--- config.mk ---
export PLATFORM = sky130hd
export DESIGN_NAME = cell_sort_reader
export DESIGN_NICKNAME = d
export VERILOG_FILES = /design/src/rtl/cell_sort_reader.sv
export SDC_FILE = /design/constraint.sdc
export NUM_CORES = 1
export LEC_CHECK = 0
export CORE_UTILIZATION = 40
export CTS_CLUSTER_DIAMETER = 60
export DETAILED_ROUTE_END_ITERATION = 12
export PLACE_DENSITY = 0.67
export SETUP_SLACK_MARGIN = 0.5
export SLEW_MARGIN = 0
export SYNTH_ARGS = -nofsm -noshare
export SYNTH_HDL_FRONTEND = slang
export SYNTH_SLANG_ARGS = --single-unit
--- constraint.sdc ---
create_clock -name clk -period 13.34 [get_ports clk]
set_input_delay 2.668 -clock clk [delete_from_list [all_inputs] [get_ports clk]]
set_output_delay 2.668 -clock clk [all_outputs]
set_load 0.02 [all_outputs]
--- src/rtl/cell_sort_reader.sv ---
// Read-out end of the systolic cell sorter: settles, snapshots and streams the array best-first.
// Optional stall counter output is enabled by defining CELL_SORT_READER_STALL_CNT_EN.
module cell_sort_reader #(
   parameter int SORTB   = 8,
   parameter int METAB   = 32,
   parameter int DEPTH   = 8,
   parameter int SETTLE  = 2,
   parameter int TIMEOUT = 64,
   localparam int IW = $clog2(DEPTH),
   localparam int CW = $clog2(DEPTH + 1),
   localparam int SW = $clog2(SETTLE + 1),
   localparam int TW = $clog2(TIMEOUT + 1)
) (
   input  logic                        clk,
   input  logic                        rst,
   input  logic                        dav_i,
   input  logic                        start_i,
   input  logic [DEPTH-1:0][SORTB-1:0] data_i,
   input  logic [DEPTH-1:0][METAB-1:0] metadata_i,
   input  logic [DEPTH-1:0]            updating_i,
   output logic                        clear_o,
   output logic [SORTB-1:0]            data_o,
   output logic [METAB-1:0]            metadata_o,
   output logic [IW-1:0]               index_o,
   output logic                        valid_o,
   input  logic                        ready_i,
   output logic                        last_o,
   output logic                        busy_o,
   output logic                        dropped_o,
   output logic                        err_o
`ifdef CELL_SORT_READER_STALL_CNT_EN
   ,
   output logic [15:0]                 stall_cnt_o
`endif
);

   typedef enum logic [1:0] {ST_IDLE, ST_SETTLE, ST_SNAP, ST_STREAM} state_t;

   state_t          state;
   logic [CW-1:0]   count, count_next, n;
   logic [SW-1:0]   settle_cnt;
   logic [TW-1:0]   tmo_cnt;
   logic [IW-1:0]   next_idx;
   logic [SORTB-1:0] shadow_data [DEPTH];
   logic [METAB-1:0] shadow_meta [DEPTH];

   assign busy_o    = (state != ST_IDLE);
   assign dropped_o = start_i && (state != ST_IDLE);
   assign next_idx  = index_o + IW'(1);

   always_comb begin
      count_next = count;
      if (dav_i && count != CW'(DEPTH))
         count_next = count + CW'(1);
   end

   // NOTE: the snapshot is plain storage gated by the SNAP state; it needs no reset
   // because nothing reads it before a SNAP has written it.
   always_ff @(posedge clk) begin
      if (state == ST_SNAP) begin
         for (int k = 0; k < DEPTH; k++) begin
            shadow_data[k] <= data_i[DEPTH-1-k];
            shadow_meta[k] <= metadata_i[DEPTH-1-k];
         end
      end
   end

   // NOTE: all state and registered outputs use non-blocking assignments so every
   // branch below sees the values from the start of the cycle.
   always_ff @(posedge clk or negedge rst) begin
      if (!rst) begin
         state      <= ST_IDLE;
         count      <= '0;
         n          <= '0;
         settle_cnt <= '0;
         tmo_cnt    <= '0;
         clear_o    <= 1'b0;
         data_o     <= '0;
         metadata_o <= '0;
         index_o    <= '0;
         valid_o    <= 1'b0;
         last_o     <= 1'b0;
         err_o      <= 1'b0;
`ifdef CELL_SORT_READER_STALL_CNT_EN
         stall_cnt_o <= '0;
`endif
      end else begin
         clear_o <= 1'b0;
         case (state)
            ST_IDLE: begin
               count <= count_next;
               if (start_i) begin
                  n <= count_next;
                  if (count_next != '0) begin
                     state      <= ST_SETTLE;
                     settle_cnt <= '0;
                     tmo_cnt    <= '0;
                  end else begin
                     // Empty frame: one terminating beat carrying zeros.
                     state      <= ST_STREAM;
                     valid_o    <= 1'b1;
                     last_o     <= 1'b1;
                     data_o     <= '0;
                     metadata_o <= '0;
                     index_o    <= '0;
                  end
               end
            end
            ST_SETTLE: begin
               if (dav_i)
                  err_o <= 1'b1;
               settle_cnt <= (updating_i == '0) ? settle_cnt + SW'(1) : '0;
               tmo_cnt    <= tmo_cnt + TW'(1);
               if (updating_i == '0 && settle_cnt == SW'(SETTLE - 1)) begin
                  state   <= ST_SNAP;
                  clear_o <= 1'b1;
               end else if (tmo_cnt == TW'(TIMEOUT - 1)) begin
                  state   <= ST_SNAP;
                  clear_o <= 1'b1;
                  err_o   <= 1'b1;
               end
            end
            ST_SNAP: begin
               // First beat comes straight from the array; the snapshot lands this same edge.
               count      <= '0;
               state      <= ST_STREAM;
               valid_o    <= 1'b1;
               data_o     <= data_i[DEPTH-1];
               metadata_o <= metadata_i[DEPTH-1];
               index_o    <= '0;
               last_o     <= (n == CW'(1));
            end
            ST_STREAM: begin
               count <= count_next;
               if (valid_o && ready_i) begin
                  if (last_o) begin
                     state      <= ST_IDLE;
                     valid_o    <= 1'b0;
                     last_o     <= 1'b0;
                     data_o     <= '0;
                     metadata_o <= '0;
                     index_o    <= '0;
                  end else begin
                     index_o    <= next_idx;
                     data_o     <= shadow_data[next_idx];
                     metadata_o <= shadow_meta[next_idx];
                     last_o     <= (CW'(index_o) + CW'(2) == n);
                  end
               end
            end
            default: state <= ST_IDLE;
         endcase
`ifdef CELL_SORT_READER_STALL_CNT_EN
         if (state == ST_SNAP)
            stall_cnt_o <= '0;
         else if (valid_o && !ready_i && stall_cnt_o != 16'hFFFF)
            stall_cnt_o <= stall_cnt_o + 16'd1;
`endif
      end
   end

endmodule
==> results of run 1 <==
[sequential cells by signal, summed over array words and instances, names as in the netlist]
signal and cells:
shadow_meta 256, err_o 1, data_o 8, n 4, valid_o 1, index_o 3
state 2, tmo_cnt 7, settle_cnt 2, count 4, clear_o 1, last_o 1
metadata_o 32, shadow_data 64
[synth_stat cells, drive strengths merged (4+ instances only)]
cell type  instances  area (µm²)
ha                11         138
dfrtp             66        1650
edfxtp           320        9610
a22oi             40         300
o21ai              6        30.0
mux2i              5        50.1
mux2              43         484
nor2              13        48.8
a21oi              8        40.0
nand3              6        30.0
nand2             98         368
o2111ai            4        52.6
clkbuf            27         101
mux4              80        1800
xor2               4        35.0
buf               11        80.1
nor3               6        30.0
inv               16        60.1
nor4               5        46.3
[worst reg2reg max path: stages, from the launching register on]
cell and delay (ps):
dfrtp_1 410, inv_1 150, ha_4 950, buf_4 740, buf_4 920, nand2_1 190, nand2_1 140, mux2_2 150
[metrics by stage]
step / cells / cell area (µm²) / setup slack, ps / hold slack (ps) / util (%)
global placement: 1682 / 19700 / 6580 / 470 / 52.4
floorplan: 817 / 15300 / 3880 / 491 / -
detailed placement: 1682 / 19700 / 6580 / 474 / 52.4
CTS: 1764 / 21200 / 6590 / 487 / 56.3
finish: 1767 / 21200 / 6560 / 486 / 56.3
global route: 1765 / 21200 / 6470 / 493 / 56.3
[cells in the final DEF (no fill, tap or decap), types with 8 or more instances in the layout]
master,netlist,final
a21oi_1,8,8
a22oi_1,40,40
buf_4,0,12
clkbuf_1,27,9
clkbuf_16,0,46
clkdlybuf4s50_1,0,380
clkinv_2,0,8
dfrtp_1,66,65
edfxtp_1,320,320
ha_1,11,9
inv_1,16,16
mux2_2,36,36
mux4_2,80,80
nand2_1,98,98
nor2_1,13,12
[cells by family (layout without fill, tap and decap cells)]
logic type                 count (synthesis)  after routing  share of synthesized area, %
AOI/OAI and AO/OA                         84             84                          4.23
other                                      0              3                             0
xor gates and xnor gates                   7              7                         0.400
buffers and inverters                     54            490                          1.57
muxes                                    128            128                          15.2
DFF                                      386            386                          73.4
adders and majority gates                 11             11                         0.897
and+or+nand+nor                          147            147                          4.27
[final timing paths]
kind                       startpoint              to  slack, ps
setup / recovery              start_i       dropped_o       6560
hold / removal                  err_o           err_o        490
setup reg to reg             state[0]   metadata_o[9]       9630
hold reg to reg                 err_o           err_o        490
max in group asynchronous         rst      index_o[0]      10330
min in group asynchronous         rst  metadata_o[29]       2240
[report_power, final]
part | leakage [nW] | internal (mW) | total, mW | switching (mW)
sequential | 3.87 | 1.77 | 1.88 | 0.113
combinational | 2.92 | 0.679 | 1.45 | 0.768
clock | 0.711 | 0.718 | 1.21 | 0.487
total | 7.50 | 3.16 | 4.53 | 1.37
[area by class of cell]
type / instances / area, µm² / share of cell area (%)
timing repair buffer: 392 / 3890 / 18.4
antenna: 3 / 7.51 / 0.0354
clock inverter: 26 / 260 / 1.23
multi-input combinational: 377 / 3880 / 18.3
tap: 511 / 639 / 3.02
sequential: 386 / 11300 / 53.1
clock buffer: 56 / 1200 / 5.65
inverter: 16 / 60.1 / 0.283
[layer usage]
layer	GRT usage, %	vias to the layer above	part of all wire (%)
li1	-	4092	-
met1	22.6	4451	38
met5	0	-	0.078
met2	32.1	297	51
met4	6.92	4	2.2
met3	6.23	51	8.2
==> summary.md, run 1 <==
| Metric | Value |
|---|---|
| FP Rows | 71 |
| Yosys reg bits | between 300 and 400 |
| Slew headroom | 22.0% |
| CP endpoint kind | primary output |
| Worst r2r path cells | 7 |
| CP max FO | 7 |
| CTS Buf Count | 44 |
| Detailed-route DRC error count | 0 |
| Crit path DAT | 4120 ps |
| Die Span X | 198 µm |
| Yosys warning total | 0 |
| Resized cells post-CTS | 0 |
| Top delay family on crit path | buffers and inverters |
| Startpoint types | input pin |
| Clk_skew | 18.2 ps |
| Final setup fails | 0 |
| Starting density of the core | between 40% and 50% |
| # IOs | ~380 |
| Async set or reset register ratio after synthesis | 17.1% |
| Cell Pwr Density | 214 nW/µm² |
| Area growth syn-to-layout | 38.2% |
| GP Congestion | 0.766 |
| Clk sinks | 386 |
| Largest net degree at the start of global routing | 89 |
| Crit-path slowest cell | clkdlybuf4s50_1 |
| Final hold viol count | 0 |
| Sequential cell area fraction in the yosys report | 73.4% |
| Wire per inst | between 20 and 25 µm |
| First-pass GRT wire length | ~55 mm |
| Worst-case clock buffer depth | 3 |
| Peak VDD IR | 0.000151 V |
| Core box area | 37,700 µm² |
| Insertion delay to the later sink of the worst-skew pair | 560 ps |
| Total die area | 39,100 µm² |
| Initial antenna violation count | 4 |
| Distinct cells, synth | 57 |
| Power Total | 4.53 mW |
| Hold path depth | 1 |
| Drt pass-1 iters | 4 |
| # Post-CTS Setup Buffers | 0 |
| CP cell instances | clkdlybuf4s50_1 -> inv_1 -> nor2_1 -> clkdlybuf4s50_1 |
| Vias/cell | 5.03 |
| Post-Route WL | 36.9 mm |
| Fin nets | between 1.5k and 2k |
| CP dominant cell by count | clkdlybuf4s50_1 |
| All-Layer GR Usage | about a fifth |
| Final Slew Violations | 0 |
| DR vias | 8,895 |
| Status | finished clean |
| CP max stage delay | 620 ps |
| F_max | 147 MHz |
| Synthesized net count | between 1k and 1.5k |
| Die Y | between 150 and 200 µm |
| Required @ worst endpoint | 10,670 ps |
| Clock slew at reported path FFs | roughly 60 ps |
| Vias in the first global route | 9,461 |
| Hold-fix buffers, CTS | 0 |
| Final worst path period share | approximately half |
| Crit. path cell count | 4 |
| DP HPWL | 24.7 mm |
| Leak | 7.50 nW |
| Fillers | 3,021 |
| Port bufs | 381 |
| Crit path time final | 6780 ps |
| Worst path bufs/invs | 3 |
| Share of layout cells above drive strength 1 | 16.3% |
| Setup CP Type | input pin to primary output |
| RSZ-0062 raised after global routing | false |
| Initial DRC Count | 477 |
| Post-synth EDFFs | 320 |
| Max-Cap Viols | 0 |
| CTS H-Tree Depth | 2 |
| Root buf cell | clkbuf_16 |
| CTS tree | done |
| Grt ovf | 0 |
| Min-delay worst type | flop to flop |
| Final setup TNS | 0 ps |
| Primary FF master, synth | edfxtp_1 |
| Worst Max-Slew Pin Slew | 1170 ps |
| Post-Syn Area | 15,300 µm² |
| Syn avg cell area | 18.8 µm² |
| Post-DRT Antenna Nets | 0 |
| Post-Synthesis Cells | 817 |
Note: power is estimated with default switching activity, not from simulation.
==> run 2: changes to the inputs <==
==> constraint.sdc (replaced) <==
create_clock -name clk -period 6.55 [get_ports clk]
set_input_delay 1.31 -clock clk [delete_from_list [all_inputs] [get_ports clk]]
set_output_delay 1.31 -clock clk [all_outputs]
set_load 0.02 [all_outputs]
==> run 2 against run 1 <==
Compared with the run above: total power increased by 99%; register-to-register slack got worse by 6500 ps; sequential power grew 100%; worst setup slack got worse by 4100 ps; clock power rose by 86%.
==> summary.md, run 2 (synthesis results as in run 1) <==
| Metric | Value |
|---|---|
| Clk_skew | 21.2 ps (was 18.2 ps) |
| Max-Cap Viols | 0 (unchanged) |
| M3 GR Usage | 6.01% (was 6.23%) |
| Top flop regs | shadow_meta x256, shadow_data x64, metadata_o x32 (unchanged) |
| Final worst path period share | 62.1% |
| Initial DRC Count | 504 (was 477) |
| Required @ worst endpoint | 5240 ps (was 10,670 ps) |
| DR vias | 8,855 (was 8,895) |
| CTS tree | done (unchanged) |
| Initial antenna violation count | 3 (was 4) |
| Minimum hold slack | 455 ps (was 486 ps) |
| Cell Pwr Density | 429 nW/µm² (was 214 nW/µm²) |
| Register share of total power | 42.6% (was 41.5%) |
| Worst-case clock buffer depth | 3 (unchanged) |
| Insertion delay to the later sink of the worst-skew pair | 560 ps (about the same) |
| DP HPWL | 24.3 mm (was 24.7 mm) |
| Vias in the first global route | 9,507 (was 9,461) |
| Clk sinks | 386 (unchanged) |
| Port bufs | 381 (unchanged) |
| Clock slew at reported path FFs | 50 ps (was 60 ps) |
| Vias/cell | 5.04 (was 5.03) |
| Starting density of the core | 40.7% (unchanged) |
| RSZ-0062 raised after global routing | false (unchanged) |
| Resized cells post-CTS | 0 (unchanged) |
| Detailed-route DRC error count | 0 (unchanged) |
| Post-Route WL | 36.7 mm (was 36.9 mm) |
| Peak VDD IR | 0.000242 V (was 0.000151 V) |
| Number of flip-flops in the largest register | 256 (unchanged) |
| F_max | about 250 MHz |
| Hold-fix buffers, CTS | 0 (unchanged) |
| Final hold viol count | 0 (unchanged) |
| # Post-CTS Setup Buffers | 0 (unchanged) |
| Fin nets | 1,558 (was 1,561) |
| Status | finished clean (unchanged) |
| Wire per inst | 20.9 µm (about the same) |
| CP endpoint kind | primary output (unchanged) |
| P_sw | 2.75 mW (was 1.37 mW) |
| GP Congestion | 0.826 (was 0.766) |
| Share of layout cells above drive strength 1 | 15.8% (was 16.3%) |
| Crit path DAT | 2760 ps (was 4120 ps) |
| Leak | 7.42 nW (was 7.50 nW) |
| Final Slew Violations | 0 (unchanged) |
| Power Total | 9.02 mW (was 4.53 mW) |
| Post-DRT Antenna Nets | 0 (unchanged) |
| Final setup fails | 0 (unchanged) |
| Startpoint types | input pin (unchanged) |
| Final setup TNS | 0 ps (unchanged) |
| Min-delay worst type | flop to flop (unchanged) |
| All-Layer GR Usage | 19.0% (about the same) |
| Root buf cell | clkbuf_16 (unchanged) |
| Clock share of power | 25.0% (was 26.6%) |
| Die Y | 198 µm (unchanged) |
| # IOs | 382 (unchanged) |
| Total die area | 39,100 µm² (unchanged) |
| Logic gate share of total power | 32.5% (was 32.0%) |
| Area growth syn-to-layout | 37.2% (was 38.2%) |
| Global-route met1 utilization | 22.8% (was 22.6%) |
| GRT Max-Usage Layer | met2 (unchanged) |
| CTS H-Tree Depth | 2 (unchanged) |
| Pint | 6.28 mW (was 3.16 mW) |
| Largest Register | shadow_meta (unchanged) |
| Die Span X | 198 µm (unchanged) |
| Grt ovf | 0 (unchanged) |
| Commonest cells after routing, fill and taps aside | clkdlybuf4s50_1 (380), edfxtp_1 (320), nand2_1 (98) (unchanged) |
| Fillers | 2,996 (was 3,021) |
| Slew headroom | 31.8% (was 22.0%) |
| Setup CP Type | input pin to primary output (unchanged) |
| Worst Max-Slew Pin Slew | 1020 ps (was 1170 ps) |
| CP max FO | 7 (unchanged) |
| Switching Share | 30.4% (was 30.2%) |
| Core box area | 37,700 µm² (unchanged) |
| Commonest non-fill, non-tap cell in the layout | clkdlybuf4s50_1 (unchanged) |
| Drt pass-1 iters | 4 (unchanged) |
| Crit path time final | 4070 ps |
| Largest net degree at the start of global routing | 183 (was 89) |
| CTS Buf Count | 43 (was 44) |
| FP Rows | 71 (unchanged) |
| First-pass GRT wire length | 55.0 mm (was 54.9 mm) |
| GR met2 Demand/Resource | 31.9% (was 32.1%) |
==> run 2: cell types whose count changed in the layout (fill, tap and decap cells not counted), sizes merged <==
cell and delta:
clkinvlp +1, clkinv -1, diode -1, clkbuf -4, buf -2, bufinv -2
==> run 2: final cells by class <==
cell class,instances,area [µm²],area share (%)
diodes,2,5.00,0.0238
clock buffers,52,1130,5.37
clock inverters,24,175,0.832
inverters,16,60.1,0.285
multi-input cells,377,3880,18.4
flip-flops and latches,386,11300,53.5
well taps,511,639,3.04
repair buffers,390,3890,18.5
==> run 2: worst max-delay path, stage by stage <==
cell             delay (ps)
clkdlybuf4s50_1         620
inv_1                   110
nor2_1                   90
clkdlybuf4s50_1         620
==> run 2: worst paths after layout <==
path	slack, ps	to	start	cells after the start
worst max-delay path	2480	dropped_o	start_i	4
worst min-delay path	450	err_o	err_o	1
worst max register to register	3170	metadata_o[31]	index_o[0]	6
worst min register to register	450	err_o	err_o	1
max in group asynchronous	4870	index_o[0]	rst	1
min in group asynchronous	910	metadata_o[28]	rst	1
==> run 2: through the flow <==
| stage | area, µm² | instances | util, % | setup WS, ps |
|---|---|---|---|---|
| 2_1_floorplan | 15300 | 817 | - | 568 |
| 3_3_place_gp | 19700 | 1680 | 52.4 | 2500 |
| 3_5_place_dp | 19700 | 1680 | 52.4 | 2430 |
| 4_1_cts | 21000 | 1756 | 55.9 | 2500 |
| 5_1_grt | 21000 | 1758 | 55.9 | 2390 |
| 6_report | 21000 | 1758 | 55.9 | 2480 |
==> run 2: per-layer routing <==
layer | routed length, µm | share of wire [%] | vias to the layer above
met2 | 18600 | 51 | 312
met1 | 14300 | 39 | 4421
met3 | 2890 | 7.9 | 53
li1 | - | - | 4067
met5 | 13 | 0.035 | -
met4 | 933 | 2.5 | 2
==> run 2: power by group through the flow <==
stage / registers (mW) / clock network (mW) / logic, mW
floorplan: 4.01 / 0 / 1.97
global placement: 3.85 / 0 / 2.96
detailed placement: 3.89 / 0 / 3.00
CTS: 3.85 / 2.32 / 3.00
global route: 3.91 / 2.42 / 3.17
finish: 3.84 / 2.25 / 2.93
==> run 3: changes to the inputs <==
==> constraint.sdc (replaced) <==
create_clock -name clk -period 4.2 [get_ports clk]
set_input_delay 0.84 -clock clk [delete_from_list [all_inputs] [get_ports clk]]
set_output_delay 0.84 -clock clk [all_outputs]
set_load 0.02 [all_outputs]
==> run 3 against run 2 <==
Compared with the run above: critical path type is now flop to primary output; clock power rose by 60%; cell count hardly changed; wire length increased by 0.28%; largest cell class unchanged; largest power group unchanged; clock skew decreased by 5.9 ps.
==> summary.md, run 3 (synthesis results as in run 1) <==
| Metric | Value |
|---|---|
| Wire per inst | 20.9 µm (about the same) |
| Placed Cells | 1,680 (unchanged) |
| FP Rows | 71 (unchanged) |
| CP max FO | 15 (was 7) |
| CP max stage delay | 570 ps (was 620 ps) |
| Post-Route M1 WL | 14.0 mm (was 14.3 mm) |
| Top delay family on crit path | buffers and inverters (unchanged) |
| Multi-input logic area | 3880 µm² (about the same) |
| Initial antenna violation count | 5 (was 3) |
| Core box area | 37,700 µm² (unchanged) |
| Met3 wire length | 2.82 mm (was 2.89 mm) |
| Clk sinks | 386 (unchanged) |
| CTS H-Tree Depth | 2 (unchanged) |
| CTS Buf Count | 42 (was 43) |
| Commonest non-fill, non-tap cell in the layout | clkdlybuf4s50_1 (unchanged) |
| Final core utilization | 56.2% (was 55.9%) |
| Required @ worst endpoint | 3360 ps (was 5240 ps) |
| Total die area | 39,100 µm² (unchanged) |
| Largest net degree at the start of global routing | 190 (was 183) |
| Root buf cell | clkbuf_16 (unchanged) |
| Cell Pwr Density | 673 nW/µm² (was 429 nW/µm²) |
| Vias/cell | 5.05 (was 5.04) |
| GP Congestion | 0.787 (was 0.826) |
| Register Area | 11,300 µm² (unchanged) |
| CTS tree | done (unchanged) |
| Max Used Layer | met5 (unchanged) |
| Max-Cap Viols | 0 (unchanged) |
| Crit path DAT | 2360 ps (was 2760 ps) |
| Detailed-route DRC error count | 0 (unchanged) |
| Area growth syn-to-layout | 37.9% (was 37.2%) |
| Post-Route WL | 36.8 mm (was 36.7 mm) |
| # IOs | 382 (unchanged) |
| Leak | 7.45 nW (was 7.42 nW) |
| Post-DRT Antenna Nets | 0 (unchanged) |
| Min-delay worst type | input pin to asynchronous set/reset pin (was flop to flop) |
| Grt ovf | 0 (unchanged) |
| DP HPWL | 24.7 mm (was 24.3 mm) |
| Fillers | 2,989 (was 2,996) |
| Top flop regs | shadow_meta x256, shadow_data x64, metadata_o x32 (unchanged) |
| Initial DRC Count | 495 (was 504) |
| Drt pass-1 iters | 4 (unchanged) |
| Share of layout cells above drive strength 1 | 16.2% (was 15.8%) |
| CP endpoint kind | primary output (unchanged) |
| Largest Register | shadow_meta (unchanged) |
| Clock slew at reported path FFs | 60 ps (was 50 ps) |
| Commonest cells after routing, fill and taps aside | clkdlybuf4s50_1 (380), edfxtp_1 (320), nand2_1 (98) (unchanged) |
| Clk_skew | 15.3 ps (was 21.2 ps) |
| F_max | ~310 MHz |
| Setup CP Type | flop to primary output (was input pin to primary output) |
| Worst Max-Slew Pin Slew | 1090 ps (was 1020 ps) |
| Post-route insts no fill | 1,759 (was 1,758) |
| Slew headroom | 27.5% (was 31.8%) |
| Port bufs | 381 (unchanged) |
| Peak VDD IR | 0.000635 V (was 0.000242 V) |
| # Post-CTS Setup Buffers | 0 (unchanged) |
| Fin nets | 1,557 (was 1,558) |
| Worst-case clock buffer depth | 3 (unchanged) |
| Final worst path period share | 76.3% |
| Crit-path slowest cell | clkdlybuf4s50_1 (unchanged) |
| CP dominant cell by count | inv_1 (was clkdlybuf4s50_1) |
| All-Layer GR Usage | 19.1% (was 19.0%) |
| Final Slew Violations | 0 (unchanged) |
| Starting density of the core | 40.7% (unchanged) |
| First-pass GRT wire length | 55.4 mm (was 55.0 mm) |
| CP cell instances | inv_1 -> ha_1 -> inv_1 -> clkdlybuf4s50_1 (was clkdlybuf4s50_1 -> inv_1 -> nor2_1 -> clkdlybuf4s50_1) |
| Vias in the first global route | 9,592 (was 9,507) |
| Worst path bufs/invs | 3 (unchanged) |
| Resized cells post-CTS | 0 (unchanged) |
| Hold-fix buffers, CTS | 0 (unchanged) |
| Number of flip-flops in the largest register | 256 (unchanged) |
| Startpoint types | flop (was input pin) |
| Final hold viol count | 0 (unchanged) |
| Status | finished clean (unchanged) |
| Crit path time final | 3200 ps |
| DR vias | 8,879 (was 8,855) |
| Insertion delay to the later sink of the worst-skew pair | 550 ps (was 560 ps) |
| Die Span X | 198 µm (unchanged) |
| Die Y | 198 µm (unchanged) |
| RSZ-0062 raised after global routing | false (unchanged) |
| Final setup fails | 0 (unchanged) |
| DR WL met2 | 18.8 mm (was 18.6 mm) |
## run 3: power breakdown
part           switching (mW)  total, mW  internal, mW
clock                    1.46       3.61          2.15
combinational            2.44       4.63          2.19
sequential              0.363       5.98          5.61
total                    4.27       14.2          9.96
## run 3: final timing paths
path	startpoint	end	slack, ps	cells after the start
worst max register to register	count[0]	data_o[2]	1460	7
worst min-delay path	rst	metadata_o[28]	430	1
min in group clk	err_o	err_o	450	1
worst min register to register	err_o	err_o	450	1
max in group asynchronous	rst	index_o[0]	3050	1
worst max-delay path	state[1]	busy_o	1000	4
## run 3: area by class of cell
class                           instances  share of cell area (%)
Antenna cell                            2                  0.0237
Clock buffer                           62                    5.80
Clock inverter                         15                   0.674
Inverter                               16                   0.284
Multi-Input combinational cell        377                    18.4
Sequential cell                       386                    53.3
Tap cell                              511                    3.02
Timing Repair Buffer                  390                    18.6
## run 3: metrics by stage
stage	cell area [µm²]	worst slack (ps)	TNS [ps]	hold slack, ps	power [mW]
floorplan	15400	-72.2	-2640	491	9.24
global placement	19800	910	0	439	10.7
detailed placement	19800	811	0	447	10.8
CTS	21100	962	0	457	14.4
global route	21200	872	0	497	15.0
finish	21200	996	0	434	14.2
## run 3: per-layer routing
layer | track usage [%] | vias to the layer above
li1 | - | 4073
met1 | 22.3 | 4427
met2 | 32.7 | 300
met3 | 5.96 | 73
met4 | 7.55 | 6
met5 | 0 | -
